<file path="config.mk">
export PLATFORM = sky130hd
export DESIGN_NAME = toggle_bank_ctrl
export DESIGN_NICKNAME = d
export VERILOG_FILES = /design/src/rtl/toggle_bank_pkg.sv /design/src/rtl/rr_arbiter.sv /design/src/rtl/toggle_bank_ctrl.sv
export SDC_FILE = /design/constraint.sdc
export NUM_CORES = 1
export LEC_CHECK = 0
export ABC_CLOCK_PERIOD_IN_PS = 5000
export CORE_MARGIN = 10
export CORE_UTILIZATION = 50
export DETAILED_ROUTE_END_ITERATION = 7
export GPL_TIMING_DRIVEN = 0
export PLACE_DENSITY = 0.9
export SLEW_MARGIN = 20
export SYNTH_ARGS = -nofsm -noshare
export SYNTH_HDL_FRONTEND = slang
export SYNTH_HIERARCHICAL = 1
export SYNTH_SLANG_ARGS = --single-unit
</file>
<file path="constraint.sdc">
create_clock -name clk -period 5 [get_ports clk]
set_input_delay 1 -clock clk [delete_from_list [all_inputs] [get_ports clk]]
set_output_delay 1 -clock clk [all_outputs]
set_load 0.1 [all_outputs]
</file>
<file path="src/rtl/toggle_bank_pkg.sv">
// Shared types and helpers for the toggle bank controller.
package toggle_bank_pkg;

  typedef enum logic [1:0] {
    IDLE = 2'd0,
    RUN  = 2'd1,
    DONE = 2'd2
  } state_t;

  localparam int NREQ_DEF  = 4;
  localparam int NCELL_DEF = 8;
  localparam int CNT_W_DEF = 4;

  function automatic logic cell_in_range(input int idx, input int ncell);
    return idx < ncell;
  endfunction

endpackage

</file>
<file path="src/rtl/rr_arbiter.sv">
// Combinational round-robin arbiter: scans upward from last_grant+1 with wrap.
module rr_arbiter
  import toggle_bank_pkg::*;
#(
  parameter int N = 4,
  localparam int IW = (N > 1) ? $clog2(N) : 1
) (
  input  logic [N-1:0]  req,
  input  logic [IW-1:0] last_grant,
  output logic [N-1:0]  grant,
  output logic [IW-1:0] idx
);

  // Walk the ring from farthest to nearest so the nearest valid requester wins.
  always_comb begin
    logic [IW-1:0] j;
    grant = '0;
    idx   = '0;
    j     = '0;
    for (int k = N; k >= 1; k--) begin
      j = IW'((int'(last_grant) + k) % N);
      if (req[j]) begin
        grant    = '0;
        grant[j] = 1'b1;
        idx      = j;
      end
    end
  end

endmodule

</file>
<file path="src/rtl/toggle_bank_ctrl.sv">
// Arbitrated sequencer that toggles one cell of a registered bank N times per request.
module toggle_bank_ctrl
  import toggle_bank_pkg::*;
#(
  parameter int NREQ   = NREQ_DEF,
  parameter int NCELL  = NCELL_DEF,
  parameter int CNT_W  = CNT_W_DEF,
  parameter int CELL_W = (NCELL > 1) ? $clog2(NCELL) : 1,
  localparam int REQ_W = (NREQ > 1) ? $clog2(NREQ) : 1
) (
  input  logic                    clk,
  input  logic                    reset,
  input  logic [NREQ-1:0]         req_valid,
  input  logic [NREQ*CELL_W-1:0]  req_cell,
  input  logic [NREQ*CNT_W-1:0]   req_count,
  output logic [NREQ-1:0]         req_ready,
  output logic [NREQ-1:0]         done,
  output logic                    err,
  input  logic                    clr,
  output logic                    abort,
  output logic                    busy,
  output logic [NCELL-1:0]        state_z
);

  state_t            state, state_n;
  logic [REQ_W-1:0]  cur_req, cur_req_n, last_grant, last_grant_n, gidx;
  logic [CELL_W-1:0] cur_cell, cur_cell_n, sel_cell;
  logic [CNT_W-1:0]  remaining, remaining_n, sel_count;
  logic [NREQ-1:0]   grant;
  logic [NCELL-1:0]  toggle_en;
  logic              run_act, done_act;

  rr_arbiter #(.N(NREQ)) u_arb (
    .req        (req_valid),
    .last_grant (last_grant),
    .grant      (grant),
    .idx        (gidx)
  );

  assign sel_cell  = req_cell[int'(gidx)*CELL_W +: CELL_W];
  assign sel_count = req_count[int'(gidx)*CNT_W +: CNT_W];
  assign run_act   = (state == RUN) && !clr;
  assign done_act  = (state == DONE) && !clr;

  // Reset gates the accept strobe so nothing is granted while the bank is held.
  assign req_ready = (reset && state == IDLE && !clr) ? grant : '0;
  assign err       = done_act && !cell_in_range(int'(cur_cell), NCELL);
  assign abort     = (state == RUN) && clr;
  assign busy      = (state != IDLE);

  always_comb begin
    done = '0;
    if (done_act) done[cur_req] = 1'b1;
  end

  always_comb begin
    toggle_en = '0;
    for (int c = 0; c < NCELL; c++) begin
      toggle_en[c] = run_act && (int'(cur_cell) == c);
    end
  end

  always_comb begin
    state_n      = state;
    cur_req_n    = cur_req;
    cur_cell_n   = cur_cell;
    remaining_n  = remaining;
    last_grant_n = last_grant;
    if (clr) begin
      state_n = IDLE;
    end else begin
      case (state)
        IDLE: begin
          if (|req_valid) begin
            cur_req_n   = gidx;
            cur_cell_n  = sel_cell;
            remaining_n = sel_count;
            state_n     = (sel_count == '0 || !cell_in_range(int'(sel_cell), NCELL)) ? DONE : RUN;
          end
        end
        RUN: begin
          remaining_n = remaining - CNT_W'(1);
          if (remaining == CNT_W'(1)) state_n = DONE;
        end
        DONE: begin
          last_grant_n = cur_req;
          state_n      = IDLE;
        end
        default: state_n = IDLE;
      endcase
    end
  end

  always_ff @(posedge clk or negedge reset) begin
    if (!reset) begin
      state      <= IDLE;
      cur_req    <= '0;
      cur_cell   <= '0;
      remaining  <= '0;
      last_grant <= REQ_W'(NREQ - 1);
      state_z    <= '0;
    end else begin
      state      <= state_n;
      cur_req    <= cur_req_n;
      cur_cell   <= cur_cell_n;
      remaining  <= remaining_n;
      last_grant <= last_grant_n;
      state_z    <= clr ? '0 : (state_z ^ toggle_en);
    end
  end

endmodule
</file>
==> results.txt <==
- Run status: finished, final reports clean
- Averaged over all synthesized cells, the footprint is ~10 um^2.
- Global routing consumed, over all layers together, between 15 and 20% of the routing resources.
- The via count of the first global-routing pass was 1672.
- At the end of the flow, the number of nets in the layout was ~280.
* Number of antenna violations at the first check in global routing: 0
- Headroom to the max-slew limit came out at roughly a third.
- In this design, the largest share of critical-path delay is due to multiplexers.
* FFs w/ async S/R, synth: between 90% and 100%
- STA puts the critical path data required time at approximately 4 ns.
- Number of max-slew violations in the final report: 0
* Pin count of the biggest net entering global routing: 26
- Crit share post-route: 89.50%
- Maximum ir drop on the vdd rail: between 0.0004 and 0.0005 V
* Clock insertion delay at the later pin of the skew report: 0.30 ns
* Cell chosen for the clock root: clkbuf_4
* Syn Inst Count: between 150 and 200
- I/O pin cnt: 54
- Width of the chip: just under 80 um
- Critical path class: reg2out
- After detailed routing, the number of remaining DRC violations is 0.
* Hold Violations, Final: 0
* Leftover overflow at the end of global routing: 0
* Initial detailed-routing violation count: about 190
* Hold_ws: roughly 0.54 ns
- The tool flagged a number of max-cap violations equal to 0.
- Along the worst path, the maximum fanout reaches 10.
* Static leakage: between 0.9 and 1 nW
* Fraction of the yosys area taken by sequential cells: a little under a third
- Post-Synthesis Cell Area: 0.001717 mm^2
- Die area: between 0.006 and 0.007 mm^2
- Number of enable flip-flop cells after synthesis: 0
* Worst Max-Slew Pin Slew: approximately 1.0 ns
- Accumulated negative setup slack: 0 ns
- CP Cell Sequence: buf_2 > inv_1 > ha_1 > mux2_2 > mux2i_1 > nor2_1 > a41oi_1 > and3_1 > clkbuf_2
* Final weighted congestion in routability-driven placement: between 0.8 and 0.9
- Count of vias placed by the detailed router: 1671
* Deepest level of the CTS H-tree: 1
- Starting density of the core: 51.44%
- TritonCTS clock tree: yes
* Number of clock buffers inserted by TritonCTS: 3
- STA classifies the critical path startpoint as a flop.
- Antenna diodes: 0
- Core Box Area: around 0.0033 mm^2
- Synthesis instantiated between 40 and 50 different standard cells from the library.
- After filler insertion, the fill cell instance count of the layout stands at between 200 and 300.
* Yosys Warn Count: 6
* Number of optimization iterations in the first detailed-route pass: 4
- HP Class: reg2reg
- On the final layout, the worst clock skew is between 0.003 and 0.004 ns.
- Worst Setup End Kind: output port
- Power density of the placed cells: 621.1 mW/mm^2
- Finish-stage setup viols: 0
- Setup repair after global routing left no endpoint under its margin.
- After synthesis the netlist holds a flip-flop and latch count of 21.
* CP bufs+invs: 3
* Clk buf depth: 2
- Clock sink count: 21
- Proportion of layout cells with a drive suffix above 1: 15.52%
* Crit path arrival time: 3.47 ns
- Layout overhead on the synthesized area: 33.75%
- Overall power of the completed layout: around 1.4 mW
* Ys flop type: dfrtp_1
- Summing all placed instances gives a cell area of 0.002295 mm^2.
* Wire length reported by the detailed router: ~4800 um
- Cell at the slowest stage of the critical path: dfstp_2
- The worst path in the final design needs a cycle of roughly 4.5 ns, including I/O delays and setup.
- Clk pin slew, worst setup/hold paths: between 0.1 and 0.15 ns
* Highest clock frequency the design can meet: 0.2235 GHz
- Finished layout cell area: 0.002296 mm^2
* Wire length of the first global-routing pass: roughly 8000 um
* DIE HEIGHT: 78.60 um
- Delay contributed by the slowest stage of the critical path: around 0.60 ns
- Post-Synthesis Net Count: around 220
- After detailed routing, the number of vias per cell comes to 6.011.
* Count of standard-cell rows: 21
- During placement, the flow inserted port buffers numbering 52.
* HPWL Detailed: about 3800 um
* Post-route antenna net violation count: 0
- Average wire per standard cell: roughly 17 um
## stage by stage
step	setup slack [ns]	instances	utilization [%]
2_1_floorplan	0.3556	176	-
3_3_place_gp	0.04136	274	68.77
3_5_place_dp	-0.04019	274	68.77
4_1_cts	0.1303	278	69.40
5_1_grt	0.2695	278	68.80
6_report	0.5251	278	68.80
## layer usage
layer | up-vias | part of all wire [%] | track usage, %
li1 | 790 | - | -
met1 | 806 | 40 | 18.43
met2 | 69 | 52 | 27.96
met3 | 6 | 6.5 | 3.531
met4 | 0 | 1.5 | 3.584
met5 | - | 0 | 0
## power breakdown
group	switching, mW	internal, mW
registers	0.0717	0.241
logic	0.618	0.414
clock network	0.0510	0.0311
total	0.740	0.685
## worst min-delay path, delay by kind of cell (launching register included)
kind / cells / cell delay (ns)
AO/OA/AOI/OAI: 1 / 0.07
buffers and inverters: 1 / 0.05
flip-flops: 1 / 0.42
## cell families (layout without fill, tap and decap cells)
| logic type | Yosys count | in the layout | share of synthesized area (%) |
|---|---|---|---|
| and+or+nand+nor | 60 | 60 | 21.50 |
| AOI/OAI and AO/OA | 47 | 47 | 17.64 |
| muxes | 22 | 22 | 19.31 |
| DFF | 21 | 21 | 30.76 |
| buffers and inverters | 17 | 73 | 4.737 |
| adders and majority gates | 8 | 8 | 5.831 |
| other | 1 | 1 | 0.2184 |
## timing repair
action                                  CTS  global route
endpoints found under the setup margin    4             4
buffers inserted                          0             0
cloned                                    0             0
hold buffers                              0             0
resized for setup                         4             8
## state kept, by name, summed over array words and instances (netlist names)
name / cells
state: 2
cur_req: 2
last_grant: 2
cur_cell: 3
state_z: 8
remaining: 4
## cell usage in the layout, fill, tap and decap left out, types with 3 or more instances in the layout
| cell type | netlist | routed |
|---|---|---|
| nand2_1 | 8 | 8 |
| inv_1 | 6 | 6 |
| clkbuf_4 | 0 | 3 |
| o21ai_0 | 11 | 11 |
| nand4b_1 | 5 | 5 |
| clkbuf_1 | 6 | 7 |
| nand3_1 | 5 | 5 |
| nor3b_1 | 4 | 4 |
| clkdlybuf4s50_1 | 0 | 47 |
| or3_1 | 6 | 6 |
| mux2_2 | 9 | 9 |
| o211ai_1 | 4 | 4 |
| buf_2 | 2 | 3 |
| clkbuf_2 | 0 | 4 |
| dfrtp_1 | 19 | 19 |
| nor2_1 | 9 | 9 |
| or4_1 | 3 | 3 |
| a21oi_1 | 15 | 15 |
| a41oi_1 | 4 | 4 |
| and3_1 | 5 | 5 |
| mux4_2 | 8 | 8 |
| ha_1 | 8 | 8 |
| mux2i_1 | 5 | 5 |
| nand2b_1 | 3 | 3 |
## path summary, 6_finish.rpt
check / start / to / slack [ns] / cells after the start
setup / recovery: last_grant[1]$_DFFE_PN1P_ / req_ready[3] / 0.53 / 9
hold / removal: last_grant[0]$_DFFE_PN1P_ / last_grant[0]$_DFFE_PN1P_ / 0.54 / 2
setup reg to reg: last_grant[1]$_DFFE_PN1P_ / state[0]$_DFFE_PN0P_ / 1.11 / 11
hold reg to reg: last_grant[0]$_DFFE_PN1P_ / last_grant[0]$_DFFE_PN1P_ / 0.54 / 2
max in group asynchronous: reset / last_grant[0]$_DFFE_PN1P_ / 3.98 / 1
min in group asynchronous: reset / cur_cell[1]$_DFFE_PN0P_ / 0.65 / 1
## final cells by class
| cell class | instances | area [um^2] | share of cell area (%) |
|---|---|---|---|
| plain buffers | 11 | 58.81 | 2.561 |
| multi-input cells | 138 | 1107 | 48.23 |
| inverters | 6 | 22.52 | 0.9809 |
| repair buffers | 52 | 495.5 | 21.58 |
| flip-flops and latches | 21 | 528.0 | 23.00 |
| clock buffers | 4 | 26.28 | 1.144 |
| well taps | 46 | 57.56 | 2.507 |
## synthesized netlist by cell type (all sizes together) (6+ instances only)
master  number  area share (%)
nor2         9             2.0
clkbuf       6             1.3
dfrtp       19              28
nand2        8             1.7
ha           8             5.8
mux4         8              10
a21oi       15             4.4
mux2         9             5.9
o21ai       11             3.2
inv          6             1.3
or3          6             2.2
No activity file was read; power rests on OpenSTA's default activity.
